<file path="src/rtl/wavelet_core_ctrl_if.sv">
// Control/status bundle between the wavelet core sequencer and its datapath.
// master = sequencer side, slave = datapath/config side.
interface wavelet_core_ctrl_if #(
    parameter int unsigned FS_WIDTH         = 5,
    parameter int unsigned IBUFF_ADDR_WIDTH = 11
);
    logic                        core_init;
    logic                        core_go;
    logic                        core_input_reg_en_pulse;
    logic [FS_WIDTH-1:0]         core_filter_size;
    logic                        pause_work;
    logic                        pe_job_done;
    logic                        last_dec_level;
    logic [IBUFF_ADDR_WIDTH-1:0] ibuff_w_offset;
    logic [IBUFF_ADDR_WIDTH-1:0] cur_abs_inputs_len;
    logic                        obuff_r_last_input;

    logic       clear_core_go;
    logic       clear_core_init;
    logic       pe_init;
    logic       pe_go;
    logic       fir_disable_freezing;
    logic       fir_force_freeze;
    logic       cur_dec_level_cen;
    logic       clear_cur_dec_level;
    logic       ibuff_w_en;
    logic       ibuff_w_offset_cen;
    logic       ibuff_w_offset_rst;
    logic       ibuff_w_base_reg_rst;
    logic       ibuff_w_sel_input_reg;
    logic       ibuff_w_sel_obuff_r_data;
    logic       ibuff_w_sel_erase;
    logic       obuff_r_en;
    logic       obuff_r_offset_rst;
    logic       obuff_r_offset_cen;
    logic       obuff_r_base_reg_rst;
    logic       obuff_r_service_rst;
    logic       core_busy;
    logic [2:0] ctrl_state;

    modport master (
        input  core_init, core_go, core_input_reg_en_pulse, core_filter_size, pause_work,
               pe_job_done, last_dec_level, ibuff_w_offset, cur_abs_inputs_len,
               obuff_r_last_input,
        output clear_core_go, clear_core_init, pe_init, pe_go, fir_disable_freezing,
               fir_force_freeze, cur_dec_level_cen, clear_cur_dec_level, ibuff_w_en,
               ibuff_w_offset_cen, ibuff_w_offset_rst, ibuff_w_base_reg_rst,
               ibuff_w_sel_input_reg, ibuff_w_sel_obuff_r_data, ibuff_w_sel_erase,
               obuff_r_en, obuff_r_offset_rst, obuff_r_offset_cen, obuff_r_base_reg_rst,
               obuff_r_service_rst, core_busy, ctrl_state
    );

    modport slave (
        output core_init, core_go, core_input_reg_en_pulse, core_filter_size, pause_work,
               pe_job_done, last_dec_level, ibuff_w_offset, cur_abs_inputs_len,
               obuff_r_last_input,
        input  clear_core_go, clear_core_init, pe_init, pe_go, fir_disable_freezing,
               fir_force_freeze, cur_dec_level_cen, clear_cur_dec_level, ibuff_w_en,
               ibuff_w_offset_cen, ibuff_w_offset_rst, ibuff_w_base_reg_rst,
               ibuff_w_sel_input_reg, ibuff_w_sel_obuff_r_data, ibuff_w_sel_erase,
               obuff_r_en, obuff_r_offset_rst, obuff_r_offset_cen, obuff_r_base_reg_rst,
               obuff_r_service_rst, core_busy, ctrl_state
    );
endinterface

</file>
<file path="src/rtl/wavelet_core_ctrl.sv">
// Wavelet core sequencing FSM: input load, erase padding, PE run, obuff->ibuff copy.
// Optional RUN watchdog and ERROR state: define WAVELET_CORE_CTRL_WATCHDOG_EN.
module wavelet_core_ctrl #(
    parameter int unsigned IBUFF_CELL_COUNT = 2048,
    parameter int unsigned OBUFF_CELL_COUNT = 4096,
    parameter int unsigned MAX_FILTER_SIZE  = 32,
    parameter int unsigned FS_WIDTH         = $clog2(MAX_FILTER_SIZE),
    parameter int unsigned IBUFF_ADDR_WIDTH = $clog2(IBUFF_CELL_COUNT),
    parameter int unsigned WATCHDOG_CYCLES  = 65535
) (
    input  logic              clk,
    input  logic              rst,
`ifdef WAVELET_CORE_CTRL_WATCHDOG_EN
    output logic              o_ctrl_error,
`endif
    wavelet_core_ctrl_if.master bus
);

    localparam logic [2:0] S_IDLE    = 3'd0;
    localparam logic [2:0] S_LOAD    = 3'd1;
    localparam logic [2:0] S_ERASE   = 3'd2;
    localparam logic [2:0] S_PE_INIT = 3'd3;
    localparam logic [2:0] S_RUN     = 3'd4;
    localparam logic [2:0] S_COPY    = 3'd5;
    localparam logic [2:0] S_DONE    = 3'd6;
    localparam logic [2:0] S_ERROR   = 3'd7;

    if (OBUFF_CELL_COUNT == 0 || WATCHDOG_CYCLES == 0 || WATCHDOG_CYCLES > 65535) begin : g_bad_cfg
        $error("wavelet_core_ctrl: invalid OBUFF_CELL_COUNT or WATCHDOG_CYCLES");
    end

    logic [2:0]                  r_state;
    logic [2:0]                  w_state_d;
    logic                        r_rd_q;
    logic                        r_last_q;
    logic                        w_rd;
    logic                        w_last_d;
    logic [IBUFF_ADDR_WIDTH-1:0] w_fs_last;
    logic [IBUFF_ADDR_WIDTH-1:0] w_len_last;

    assign w_fs_last  = IBUFF_ADDR_WIDTH'(bus.core_filter_size) - 1'b1;
    assign w_len_last = bus.cur_abs_inputs_len - 1'b1;

`ifdef WAVELET_CORE_CTRL_WATCHDOG_EN
    logic [15:0] r_wd_cnt;

    always_ff @(posedge clk or posedge rst) begin
        if (rst) begin
            r_wd_cnt <= '0;
        end else if (r_state == S_PE_INIT) begin
            r_wd_cnt <= '0;
        end else if (r_state == S_RUN && !bus.pause_work) begin
            r_wd_cnt <= r_wd_cnt + 16'd1;
        end
    end

    assign o_ctrl_error = (r_state == S_ERROR);
`endif

    always_comb begin
        w_state_d                    = r_state;
        w_rd                         = 1'b0;
        bus.clear_core_go            = 1'b0;
        bus.clear_core_init          = 1'b0;
        bus.pe_init                  = 1'b0;
        bus.pe_go                    = 1'b0;
        bus.fir_disable_freezing     = 1'b0;
        bus.fir_force_freeze         = 1'b0;
        bus.cur_dec_level_cen        = 1'b0;
        bus.clear_cur_dec_level      = 1'b0;
        bus.ibuff_w_en               = 1'b0;
        bus.ibuff_w_offset_cen       = 1'b0;
        bus.ibuff_w_offset_rst       = 1'b0;
        bus.ibuff_w_base_reg_rst     = 1'b0;
        bus.ibuff_w_sel_input_reg    = 1'b0;
        bus.ibuff_w_sel_obuff_r_data = 1'b0;
        bus.ibuff_w_sel_erase        = 1'b0;
        bus.obuff_r_en               = 1'b0;
        bus.obuff_r_offset_rst       = 1'b0;
        bus.obuff_r_offset_cen       = 1'b0;
        bus.obuff_r_base_reg_rst     = 1'b0;
        bus.obuff_r_service_rst      = 1'b0;

        case (r_state)
            S_LOAD: begin
                bus.ibuff_w_sel_input_reg = 1'b1;
                if (bus.core_input_reg_en_pulse) begin
                    bus.ibuff_w_en         = 1'b1;
                    bus.ibuff_w_offset_cen = 1'b1;
                    if (bus.ibuff_w_offset == w_len_last) begin
                        bus.clear_core_init = 1'b1;
                        w_state_d           = S_IDLE;
                    end
                end
            end
            S_ERASE: begin
                bus.ibuff_w_sel_erase  = 1'b1;
                bus.ibuff_w_en         = 1'b1;
                bus.ibuff_w_offset_cen = 1'b1;
                if (bus.ibuff_w_offset == w_fs_last) w_state_d = S_PE_INIT;
            end
            S_PE_INIT: begin
                bus.pe_init = 1'b1;
                w_state_d   = S_RUN;
            end
            S_RUN: begin
                bus.pe_go            = 1'b1;
                bus.fir_force_freeze = bus.pause_work;
                if (bus.pe_job_done) begin
                    if (bus.last_dec_level) begin
                        w_state_d = S_DONE;
                    end else begin
                        w_state_d                = S_COPY;
                        bus.cur_dec_level_cen    = 1'b1;
                        bus.obuff_r_base_reg_rst = 1'b1;
                        bus.obuff_r_offset_rst   = 1'b1;
                        bus.ibuff_w_offset_rst   = 1'b1;
                    end
                end
`ifdef WAVELET_CORE_CTRL_WATCHDOG_EN
                else if (!bus.pause_work && r_wd_cnt == 16'(WATCHDOG_CYCLES - 1)) begin
                    w_state_d = S_ERROR;
                end
`endif
            end
            S_COPY: begin
                // Reads stop once the final one is issued; writes trail reads by one cycle.
                w_rd                         = !bus.pause_work && !r_last_q;
                bus.obuff_r_en               = w_rd;
                bus.obuff_r_offset_cen       = w_rd;
                bus.ibuff_w_en               = r_rd_q;
                bus.ibuff_w_offset_cen       = r_rd_q;
                bus.ibuff_w_sel_obuff_r_data = r_rd_q;
                if (r_last_q && r_rd_q) w_state_d = S_PE_INIT;
            end
            S_DONE: begin
                bus.clear_core_go = 1'b1;
                w_state_d         = S_IDLE;
            end
`ifdef WAVELET_CORE_CTRL_WATCHDOG_EN
            S_ERROR: begin
                if (!rst && bus.core_init) begin
                    w_state_d                = S_LOAD;
                    bus.ibuff_w_offset_rst   = 1'b1;
                    bus.ibuff_w_base_reg_rst = 1'b1;
                    bus.obuff_r_service_rst  = 1'b1;
                end
            end
`endif
            default: begin
                // Gated by rst so an asserted reset forces every strobe low at once.
                if (!rst && bus.core_init) begin
                    w_state_d                = S_LOAD;
                    bus.ibuff_w_offset_rst   = 1'b1;
                    bus.ibuff_w_base_reg_rst = 1'b1;
                    bus.obuff_r_service_rst  = 1'b1;
                end else if (!rst && bus.core_go) begin
                    w_state_d                = (bus.core_filter_size == '0) ? S_PE_INIT : S_ERASE;
                    bus.ibuff_w_offset_rst   = 1'b1;
                    bus.ibuff_w_base_reg_rst = 1'b1;
                    bus.clear_cur_dec_level  = 1'b1;
                    bus.obuff_r_service_rst  = 1'b1;
                end else begin
                    w_state_d = S_IDLE;
                end
            end
        endcase
    end

    assign w_last_d = (w_state_d == S_COPY) && (r_last_q || (w_rd && bus.obuff_r_last_input));

    always_ff @(posedge clk or posedge rst) begin
        if (rst) begin
            r_state  <= S_IDLE;
            r_rd_q   <= 1'b0;
            r_last_q <= 1'b0;
        end else begin
            r_state  <= w_state_d;
            r_rd_q   <= w_rd;
            r_last_q <= w_last_d;
        end
    end

    assign bus.core_busy  = (r_state != S_IDLE);
    assign bus.ctrl_state = r_state;

endmodule

</file>
<file path="src/flat_wrapper.sv">
// flat-port wrapper written by rule: the top's interface ports become plain ports
module wavelet_core_ctrl_flat 
#(
    parameter int unsigned IBUFF_CELL_COUNT = 2048,
    parameter int unsigned OBUFF_CELL_COUNT = 4096,
    parameter int unsigned MAX_FILTER_SIZE  = 32,
    parameter int unsigned FS_WIDTH         = $clog2(MAX_FILTER_SIZE),
    parameter int unsigned IBUFF_ADDR_WIDTH = $clog2(IBUFF_CELL_COUNT),
    parameter int unsigned WATCHDOG_CYCLES  = 65535
)
  (clk, rst, bus_core_init, bus_core_go, bus_core_input_reg_en_pulse, bus_core_filter_size, bus_pause_work, bus_pe_job_done, bus_last_dec_level, bus_ibuff_w_offset, bus_cur_abs_inputs_len, bus_obuff_r_last_input, bus_clear_core_go, bus_clear_core_init, bus_pe_init, bus_pe_go, bus_fir_disable_freezing, bus_fir_force_freeze, bus_cur_dec_level_cen, bus_clear_cur_dec_level, bus_ibuff_w_en, bus_ibuff_w_offset_cen, bus_ibuff_w_offset_rst, bus_ibuff_w_base_reg_rst, bus_ibuff_w_sel_input_reg, bus_ibuff_w_sel_obuff_r_data, bus_ibuff_w_sel_erase, bus_obuff_r_en, bus_obuff_r_offset_rst, bus_obuff_r_offset_cen, bus_obuff_r_base_reg_rst, bus_obuff_r_service_rst, bus_core_busy, bus_ctrl_state);
  wavelet_core_ctrl_if #(.FS_WIDTH(FS_WIDTH), .IBUFF_ADDR_WIDTH(IBUFF_ADDR_WIDTH)) bus_i ();
  input  logic clk;
  input  logic rst;
  input wire logic [$bits(bus_i.core_init)-1:0] bus_core_init;
  input wire logic [$bits(bus_i.core_go)-1:0] bus_core_go;
  input wire logic [$bits(bus_i.core_input_reg_en_pulse)-1:0] bus_core_input_reg_en_pulse;
  input wire logic [$bits(bus_i.core_filter_size)-1:0] bus_core_filter_size;
  input wire logic [$bits(bus_i.pause_work)-1:0] bus_pause_work;
  input wire logic [$bits(bus_i.pe_job_done)-1:0] bus_pe_job_done;
  input wire logic [$bits(bus_i.last_dec_level)-1:0] bus_last_dec_level;
  input wire logic [$bits(bus_i.ibuff_w_offset)-1:0] bus_ibuff_w_offset;
  input wire logic [$bits(bus_i.cur_abs_inputs_len)-1:0] bus_cur_abs_inputs_len;
  input wire logic [$bits(bus_i.obuff_r_last_input)-1:0] bus_obuff_r_last_input;
  output wire logic [$bits(bus_i.clear_core_go)-1:0] bus_clear_core_go;
  output wire logic [$bits(bus_i.clear_core_init)-1:0] bus_clear_core_init;
  output wire logic [$bits(bus_i.pe_init)-1:0] bus_pe_init;
  output wire logic [$bits(bus_i.pe_go)-1:0] bus_pe_go;
  output wire logic [$bits(bus_i.fir_disable_freezing)-1:0] bus_fir_disable_freezing;
  output wire logic [$bits(bus_i.fir_force_freeze)-1:0] bus_fir_force_freeze;
  output wire logic [$bits(bus_i.cur_dec_level_cen)-1:0] bus_cur_dec_level_cen;
  output wire logic [$bits(bus_i.clear_cur_dec_level)-1:0] bus_clear_cur_dec_level;
  output wire logic [$bits(bus_i.ibuff_w_en)-1:0] bus_ibuff_w_en;
  output wire logic [$bits(bus_i.ibuff_w_offset_cen)-1:0] bus_ibuff_w_offset_cen;
  output wire logic [$bits(bus_i.ibuff_w_offset_rst)-1:0] bus_ibuff_w_offset_rst;
  output wire logic [$bits(bus_i.ibuff_w_base_reg_rst)-1:0] bus_ibuff_w_base_reg_rst;
  output wire logic [$bits(bus_i.ibuff_w_sel_input_reg)-1:0] bus_ibuff_w_sel_input_reg;
  output wire logic [$bits(bus_i.ibuff_w_sel_obuff_r_data)-1:0] bus_ibuff_w_sel_obuff_r_data;
  output wire logic [$bits(bus_i.ibuff_w_sel_erase)-1:0] bus_ibuff_w_sel_erase;
  output wire logic [$bits(bus_i.obuff_r_en)-1:0] bus_obuff_r_en;
  output wire logic [$bits(bus_i.obuff_r_offset_rst)-1:0] bus_obuff_r_offset_rst;
  output wire logic [$bits(bus_i.obuff_r_offset_cen)-1:0] bus_obuff_r_offset_cen;
  output wire logic [$bits(bus_i.obuff_r_base_reg_rst)-1:0] bus_obuff_r_base_reg_rst;
  output wire logic [$bits(bus_i.obuff_r_service_rst)-1:0] bus_obuff_r_service_rst;
  output wire logic [$bits(bus_i.core_busy)-1:0] bus_core_busy;
  output wire logic [$bits(bus_i.ctrl_state)-1:0] bus_ctrl_state;
  assign bus_i.core_init = bus_core_init;
  assign bus_i.core_go = bus_core_go;
  assign bus_i.core_input_reg_en_pulse = bus_core_input_reg_en_pulse;
  assign bus_i.core_filter_size = bus_core_filter_size;
  assign bus_i.pause_work = bus_pause_work;
  assign bus_i.pe_job_done = bus_pe_job_done;
  assign bus_i.last_dec_level = bus_last_dec_level;
  assign bus_i.ibuff_w_offset = bus_ibuff_w_offset;
  assign bus_i.cur_abs_inputs_len = bus_cur_abs_inputs_len;
  assign bus_i.obuff_r_last_input = bus_obuff_r_last_input;
  assign bus_clear_core_go = bus_i.clear_core_go;
  assign bus_clear_core_init = bus_i.clear_core_init;
  assign bus_pe_init = bus_i.pe_init;
  assign bus_pe_go = bus_i.pe_go;
  assign bus_fir_disable_freezing = bus_i.fir_disable_freezing;
  assign bus_fir_force_freeze = bus_i.fir_force_freeze;
  assign bus_cur_dec_level_cen = bus_i.cur_dec_level_cen;
  assign bus_clear_cur_dec_level = bus_i.clear_cur_dec_level;
  assign bus_ibuff_w_en = bus_i.ibuff_w_en;
  assign bus_ibuff_w_offset_cen = bus_i.ibuff_w_offset_cen;
  assign bus_ibuff_w_offset_rst = bus_i.ibuff_w_offset_rst;
  assign bus_ibuff_w_base_reg_rst = bus_i.ibuff_w_base_reg_rst;
  assign bus_ibuff_w_sel_input_reg = bus_i.ibuff_w_sel_input_reg;
  assign bus_ibuff_w_sel_obuff_r_data = bus_i.ibuff_w_sel_obuff_r_data;
  assign bus_ibuff_w_sel_erase = bus_i.ibuff_w_sel_erase;
  assign bus_obuff_r_en = bus_i.obuff_r_en;
  assign bus_obuff_r_offset_rst = bus_i.obuff_r_offset_rst;
  assign bus_obuff_r_offset_cen = bus_i.obuff_r_offset_cen;
  assign bus_obuff_r_base_reg_rst = bus_i.obuff_r_base_reg_rst;
  assign bus_obuff_r_service_rst = bus_i.obuff_r_service_rst;
  assign bus_core_busy = bus_i.core_busy;
  assign bus_ctrl_state = bus_i.ctrl_state;
  wavelet_core_ctrl #(.IBUFF_CELL_COUNT(IBUFF_CELL_COUNT), .OBUFF_CELL_COUNT(OBUFF_CELL_COUNT), .MAX_FILTER_SIZE(MAX_FILTER_SIZE), .FS_WIDTH(FS_WIDTH), .IBUFF_ADDR_WIDTH(IBUFF_ADDR_WIDTH), .WATCHDOG_CYCLES(WATCHDOG_CYCLES)) u_core (.clk(clk), .rst(rst), .bus(bus_i));
endmodule
</file>
<file path="config.mk">
export PLATFORM = sky130hd
export DESIGN_NAME = wavelet_core_ctrl_flat
export DESIGN_NICKNAME = d
export VERILOG_FILES = /design/src/rtl/wavelet_core_ctrl_if.sv /design/src/rtl/wavelet_core_ctrl.sv /design/src/flat_wrapper.sv
export SDC_FILE = /design/constraint.sdc
export NUM_CORES = 1
export LEC_CHECK = 0
export BUFFER_PORTS_ARGS = -buffer_cell sky130_fd_sc_hd__buf_4
export CELL_PAD_IN_SITES_DETAIL_PLACEMENT = 1
export CELL_PAD_IN_SITES_GLOBAL_PLACEMENT = 1
export CORE_MARGIN = 5
export CORE_UTILIZATION = 26
export DETAILED_ROUTE_END_ITERATION = 7
export MAX_ROUTING_LAYER = met4
export PLACE_DENSITY_LB_ADDON = 0.1
export RECOVER_POWER = 100
export REMOVE_ABC_BUFFERS = 1
export SLEW_MARGIN = 20
export SYNTH_ARGS = -nofsm -noshare
export SYNTH_HDL_FRONTEND = slang
export SYNTH_SLANG_ARGS = --single-unit
</file>
<file path="constraint.sdc">
create_clock -name clk -period 1.94 [get_ports clk]
set_input_delay 0.194 -clock clk [delete_from_list [all_inputs] [get_ports clk]]
set_output_delay 0.194 -clock clk [all_outputs]
set_load 0.01 [all_outputs]
</file>
==> results of run 1 <==
per-layer routing:
layer | wire (um) | track usage, %
met5 | 0 | -
met4 | 25 | 4.098
met3 | 196 | 1.653
met2 | 2099 | 26.75
met1 | 1764 | 20.10
registers in the layout, summed over array words and instances (netlist names):
register               cells
u_core.r_rd_q              1
u_core.bus.ctrl_state      3
u_core.r_last_q            1
timing repair:
| action | 4_1_cts | 5_1_grt |
|---|---|---|
| endpoints found under the setup margin | 4 | 3 |
| hold buffers | 1 | 0 |
| hold endpoints to repair | 5 | 0 |
| gates resized for setup | 9 | 12 |
| buffers inserted | 2 | 5 |
| pin swaps | 4 | 3 |
power groups by stage:
stage / clock (uW) / combinational, uW / sequential, uW
2_1_floorplan: 0 / 317 / 198
3_3_place_gp: 0 / 747 / 176
3_5_place_dp: 0 / 769 / 182
4_1_cts: 204 / 787 / 182
5_1_grt: 207 / 880 / 179
6_report: 196 / 806 / 171
area by class of cell:
class	count	share of cell area, %
Clock buffer	4	2.632
Inverter	10	2.193
Multi-Input combinational cell	114	49.71
Sequential cell	5	7.383
Tap cell	48	3.509
Timing Repair Buffer	81	34.58
kinds of logic (layout without fill, tap and decap cells):
logic type,count (synthesis),count (layout)
AND/OR/NAND/NOR,61,61
AO/OA/AOI/OAI,32,32
buffers and inverters,19,95
XOR/XNOR,18,18
flip-flops,5,5
adder cells (fa/ha/maj),2,2
other,1,1
through the flow:
step	cell area, um^2	instances	TNS [ns]	setup slack [ns]
after floorplan	962.2	129	0	0.03423
after global placement	1570	250	-0.1308	-0.1308
after CTS	1672	257	-0.1446	-0.1446
final	1712	262	-0.1044	-0.1044
after detailed placement	1570	250	-0.2271	-0.1795
after global routing	1712	262	-0.5153	-0.2182
cells in the final DEF (no fill, tap or decap), types with 5 or more instances in the layout:
master and instances:
xor2_1 9, clkbuf_1 11, buf_4 61, nor3_1 5
buf_6 5, o21ai_0 9, xnor2_1 8, inv_1 8
nor2b_1 5, nand2_1 11, nor2_1 5
critical path: stages:
cell and delay [ns]:
buf_6 0.09, or4_4 0.57, nor4_4 0.24, xnor2_1 0.15
nand2_1 0.11, nor4_4 0.22, and2_1 0.17, buf_6 0.10
worst max path at each step:
stage,end,slack (ns),cells past startpoint,startpoint
5_1_grt,bus_clear_core_init,-0.22,9,bus_cur_abs_inputs_len[1]
3_3_place_gp,bus_clear_core_init,-0.13,10,bus_cur_abs_inputs_len[0]
4_1_cts,bus_clear_core_init,-0.14,9,bus_cur_abs_inputs_len[5]
6_report,bus_clear_core_init,-0.10,8,bus_cur_abs_inputs_len[5]
3_5_place_dp,bus_clear_core_init,-0.18,10,bus_cur_abs_inputs_len[1]
2_1_floorplan,bus_clear_core_init,0.03,8,bus_cur_abs_inputs_len[0]
==> out/qor.csv, run 1 <==
stage,metric,value,unit
yosys,synth-xor-area-share,16.14,%
detailed_routing,wl_per_cell,15.60,um
sta,worstMarginPinSlew,0.5254,ns
floorplanning,die_w,72.74,um
pwr,p_int,664.4,uW
critical_path,regToRegSetupSlack,0.17,ns
detailed_routing,drc_errors,0,
cts,cts-buffers-inserted,3,
yosys,ys_seq_area_share,12.22,%
pwr,pwr-share-clk,16.7,%
cts,ctsRootBufferMaster,clkbuf_8,
placement,gp_congestion,0.8927,
yosys,synth_most_common_cell,nand2_1,
hold_path,hold_depth,2,
sta,max_slew_margin,64.72,%
yosys,synth.area.mux_share,0,%
finish,multi_input_area,850.8,um^2
critical_path,cp_data_arrival_time,1.85,ns
yosys,synthCells,138,
global_route,track_usage,15.86,%
yosys,synth_edf_count,0,
critical_path,crit_required,1.75,ns
critical_path,r2r_end,u_core.r_last_q,
hold_path,hold_path_class,input pin to register,
pwr,irDropWorstVdd,0.2342,mV
yosys,async_reset_ff_share,100.0,%
pwr,p_leak,0.0008011,uW
finish,drive_gt1_share,42.99,%
detailed_routing,routed_wl,4086,um
floorplanning,initial_core_util,27.34,%
finish,final.fill_count,492,
yosys,synth_top_cell_by_area,dfrtp_1,
sta,slew_viol_final,0,
sta,fin_crit_sh,105.4,%
yosys,synth_common_cells,"11 x nand2_1, 10 x inv_1, 9 x o21ai_0, 9 x xor2_1, 8 x xnor2_1",
sta,timing.hold.ws,0.1853,ns
global_route,grt_overflow_total,0,
placement,place_hpwl,3403,um
floorplanning,rows,22,
sta,max_freq,0.4891,GHz
critical_path,crit_type,input pin to primary output,
yosys,yosysWarnings,0,
sta,finalSetupViolations,1,
yosys,synthAdderAreaFrac,2.445,%
yosys,synth_area,1023,um^2
critical_path,reg2reg_depth,6,
global_route,grt_pass1_vias,1413,
critical_path,r2r-start,u_core.bus.ctrl_state[2],
status,violations,setup timing,
hold_path,hold_end,u_core.r_rd_q,
yosys,ys_types,52,
detailed_routing,ant_nets,0,
hold_path,hp-start,bus_pause_work,
floorplanning,core,3744,um^2
floorplanning,dieArea,5291,um^2
critical_path,cp_max_fo,2,
detailed_routing,drt_iter0_drc,55,
yosys,synth.top_cell.area_share,12.22,%
pwr,total_power,1173,uW
critical_path,cp-end-kind,primary output,
sta,fin_ws,-0.1044,ns
global_route,antenna_found_initial,0,
detailed_routing,avgViaCountPerCell,5.023,
cts,cts_tree,yes,
detailed_routing,dr.pass1.iters,4,
global_route,grt_max_degree,13,
placement,io_buffer_count,58,
yosys,synthFlopType,dfrtp_1,
sta,layout_min_cycle_time,2.044,ns
finish,seq_area,126.4,um^2
detailed_routing,num_vias,1316,
yosys,synth_compound_area_share,21.88,%
sta,finalClockSkew,0.004095,ns
cts,clock_path_buffers,2,
pwr,power_density,685.0,nW/um^2
yosys,synth_area_leaders,"dfrtp_1 12%, xor2_1 7.7%, xnor2_1 6.8%",
sta,hold_viol,0,
yosys,avgSynthCellArea,7.417,um^2
status,status,"finished, violations left",
finish,area.growth.synth_to_final,67.24,%
pwr,p_seq_share,14.6,%
yosys,synthSimpleGateAreaFrac,37.29,%
cts,cts_sinks,5,
pwr,switching_power,508.1,uW
global_route,grt_pass1_wl,6568,um
floorplanning,die_h,72.74,um
pwr,combinationalPowerShare,68.7,%
finish,num-nets-final,253,
critical_path,crit_path_start_kind,input pin,
finish,antenna_cells,0,
cts,clkTransAtPathRegs,0.04,ns
yosys,synth_top_family_by_area,simple AND/OR/NAND/NOR gates,
sta,grt_setup_unrepaired,true,
run,drv_cap,0,
pwr,switching_share,43.33,%
floorplanning,ios,60,
yosys,ys_ff_latch,5,
cts,ctsHtreeMaxLevel,1,
finish,utilization,45.72,%
cts,clk_latency,0.22,ns
(Power assumes the default switching activity.)
==> inputs of run 2 (changes only) <==
--- a/config.mk
+++ b/config.mk
@@ -12,7 +12,7 @@
 export CORE_UTILIZATION = 26
 export DETAILED_ROUTE_END_ITERATION = 7
 export MAX_ROUTING_LAYER = met4
-export PLACE_DENSITY_LB_ADDON = 0.1
+export PLACE_DENSITY = 0.76
 export RECOVER_POWER = 100
 export REMOVE_ABC_BUFFERS = 1
 export SLEW_MARGIN = 20
==> run 2 against run 1 <==
The run still ends with setup timing left. Wire length rose by 9.7%. Die area is the same. Worst hold slack improved by 0.0018 ns. Clock skew fell by 0.0028 ns. Total power decreased by 5.9%. Fmax fell by 2.4%. Worst setup slack worse by 0.051 ns. Critical path depth rose by 1. Clock-buffer cell count unchanged. Cell count fell by 2.3%. Register-to-register slack lost 0.08 ns.
==> out/qor.csv, run 2 (same netlist as run 1, synthesis figures left out) <==
stage,metric,value,unit,change
status,status,"finished, violations left",,
status,violations,setup timing,,
floorplanning,die_h,72.74,um,unchanged
finish,final_cell_area,1668,um^2,-2.6%
sta,hold_viol,0,,unchanged
sta,fin_crit_sh,108.0,%,+2.6 points
cts,ctsRootBufferMaster,clkbuf_8,,
detailed_routing,wl_per_cell,17.50,um,+12%
critical_path,crit_path_frequent_cell,buf_6,,
cts,ctsHtreeMaxLevel,1,,unchanged
floorplanning,core,3744,um^2,unchanged
finish,area.growth.synth_to_final,62.96,%,
cts,clk_latency,0.22,ns,about the same
detailed_routing,routed_wl,4481,um,+9.7%
cts,clkTransAtPathRegs,0.03,ns,about the same
global_route,grt_pass1_wl,6948,um,+5.8%
placement,io_buffer_count,58,,unchanged
critical_path,crit_path_start_kind,input pin,,
detailed_routing,ant_nets,0,,unchanged
floorplanning,rows,22,,unchanged
sta,slew_viol_final,0,,unchanged
global_route,grt_pass1_vias,1427,,+0.99%
finish,num-nets-final,247,,-2.4%
finish,drive_gt1_share,39.90,%,-3.1 points
global_route,track_usage,16.93,%,+1.1 points
sta,finalClockSkew,0.001283,ns,-0.002812 ns
hold_path,hold_depth,2,,unchanged
detailed_routing,num_vias,1311,,-0.38%
sta,timing.hold.ws,0.1871,ns,+0.001806 ns
sta,layout_min_cycle_time,2.096,ns,+0.05132 ns
detailed_routing,dr.pass1.iters,5,,+1
cts,clock_path_buffers,2,,unchanged
pwr,p_leak,0.0007699,uW,-3.9%
placement,dpl_cell_area,1570,um^2,unchanged
finish,layoutNonFillerInstCount,256,,-2.3%
sta,worstMarginPinSlew,0.6177,ns,+0.09233 ns
critical_path,cp_cell_sequence,buf_4 > or4_4 > buf_6 > o2111ai_1 > o211ai_2 > a21oi_2 > nor4_4 > and2_4 > buf_6,,
placement,gp_congestion,0.8560,,-4.1%
cts,cts_tree,yes,,
critical_path,cp_max_fo,4,,+2
global_route,grtUsageMet3,2.479,%,+0.83 points
critical_path,cp_slowest_stage_delay,0.53,ns,-0.04 ns
detailed_routing,avgViaCountPerCell,5.121,,+2.0%
floorplanning,dieArea,5291,um^2,unchanged
finish,seq_area,125.1,um^2,-0.99%
sta,finalSetupViolations,2,,+1
global_route,antenna_found_initial,0,,unchanged
detailed_routing,drt_iter0_drc,25,,-55%
pwr,power_density,661.7,nW/um^2,-3.4%
critical_path,crit_type,input pin to primary output,,
finish,final.fill_count,491,,-0.20%
placement,placed_cells,250,,unchanged
cts,cts-buffers-inserted,3,,unchanged
placement,place_hpwl,3699,um,+8.7%
hold_path,hold_path_class,input pin to register,,
cts,cts_sinks,5,,unchanged
floorplanning,ios,60,,unchanged
critical_path,crit_required,1.75,ns,about the same
finish,final_cell_mix,"59 x buf_4, 13 x clkbuf_1, 11 x nand2_1, 9 x o21ai_0, 9 x xor2_1",,
global_route,busiest_layer,met2,,
finish,largest_register_ff_count,3,,unchanged
pwr,irDropWorstVdd,0.5186,mV,+120%
finish,final_common_cell,buf_4,,
global_route,grt_overflow_total,0,,unchanged
critical_path,cp_data_arrival_time,1.90,ns,+0.05 ns
critical_path,slowest_stage,or4_4,,
run,drv_cap,0,,unchanged
sta,max_freq,0.4772,GHz,-2.4%
critical_path,cp-end-kind,primary output,,
floorplanning,initial_core_util,27.34,%,unchanged
pwr,total_power,1104,uW,-5.9%
floorplanning,die_w,72.74,um,unchanged
finish,antenna_cells,0,,unchanged
sta,grt_setup_unrepaired,true,,
global_route,met1_usage,19.61,%,-0.49 points
finish,multi_input_area,863.3,um^2,+1.5%
sta,max_slew_margin,58.52,%,-6.2 points
sta,fin_ws,-0.1558,ns,-0.05132 ns
critical_path,reg2reg_depth,6,,unchanged
global_route,grt_max_degree,10,,-3
global_route,grt_use_met2,30.46,%,+3.7 points
detailed_routing,drc_errors,0,,unchanged
==> run 2: through the flow <==
step	setup slack, ns	utilization, %	setup TNS [ns]
after global routing	-0.2493	44.55	-0.9144
after detailed placement	-0.2426	41.95	-0.2426
after floorplan	0.03423	-	0
final	-0.1558	44.55	-0.1841
after global placement	-0.1516	41.95	-0.1516
after CTS	-0.1969	43.78	-0.1969
==> run 2: final cells by class <==
class | count | share of cell area [%]
multi-input cells | 114 | 51.76
repair buffers | 75 | 31.88
flip-flops and latches | 5 | 7.502
well taps | 48 | 3.601
clock buffers | 4 | 2.701
inverters | 10 | 2.551
==> run 2: path summary, 6_finish.rpt <==
| path | start | end | slack, ns |
|---|---|---|---|
| worst min register to register | u_core.r_last_q | u_core.r_rd_q | 0.49 |
| worst min-delay path | bus_pause_work | u_core.r_rd_q | 0.19 |
| min in group asynchronous | rst | u_core.bus.ctrl_state[0] | 0.46 |
| worst max-delay path | bus_cur_abs_inputs_len[5] | bus_clear_core_init | -0.16 |
| worst max register to register | u_core.bus.ctrl_state[2] | u_core.r_last_q | 0.09 |
| max in group asynchronous | rst | u_core.r_rd_q | 1.28 |
==> run 2: power breakdown <==
part | switching [uW] | internal (uW)
clock network | 51.4 | 141
logic | 401 | 325
registers | 50.0 | 136
total | 502 | 602
==> run 2: critical path, delay by kind of cell <==
kind	cells	cell delay (ns)
simple gates	3	0.76
buf+inv	3	0.36
compound gates	3	0.57
==> run 2: routing by layer <==
metal / routed length [um] / vias to the layer above
met5: 0 / -
met2: 2527 / 25
met4: 34 / 0
met3: 140 / 6
met1: 1778 / 645
li1: - / 635
==> run 2: repair_timing <==
item,in CTS,in global routing
endpoints found under the hold margin,5,0
setup buffers,0,1
resized for setup,5,17
hold buffers,1,0
endpoints found under the setup margin,2,7
pin swaps,0,7
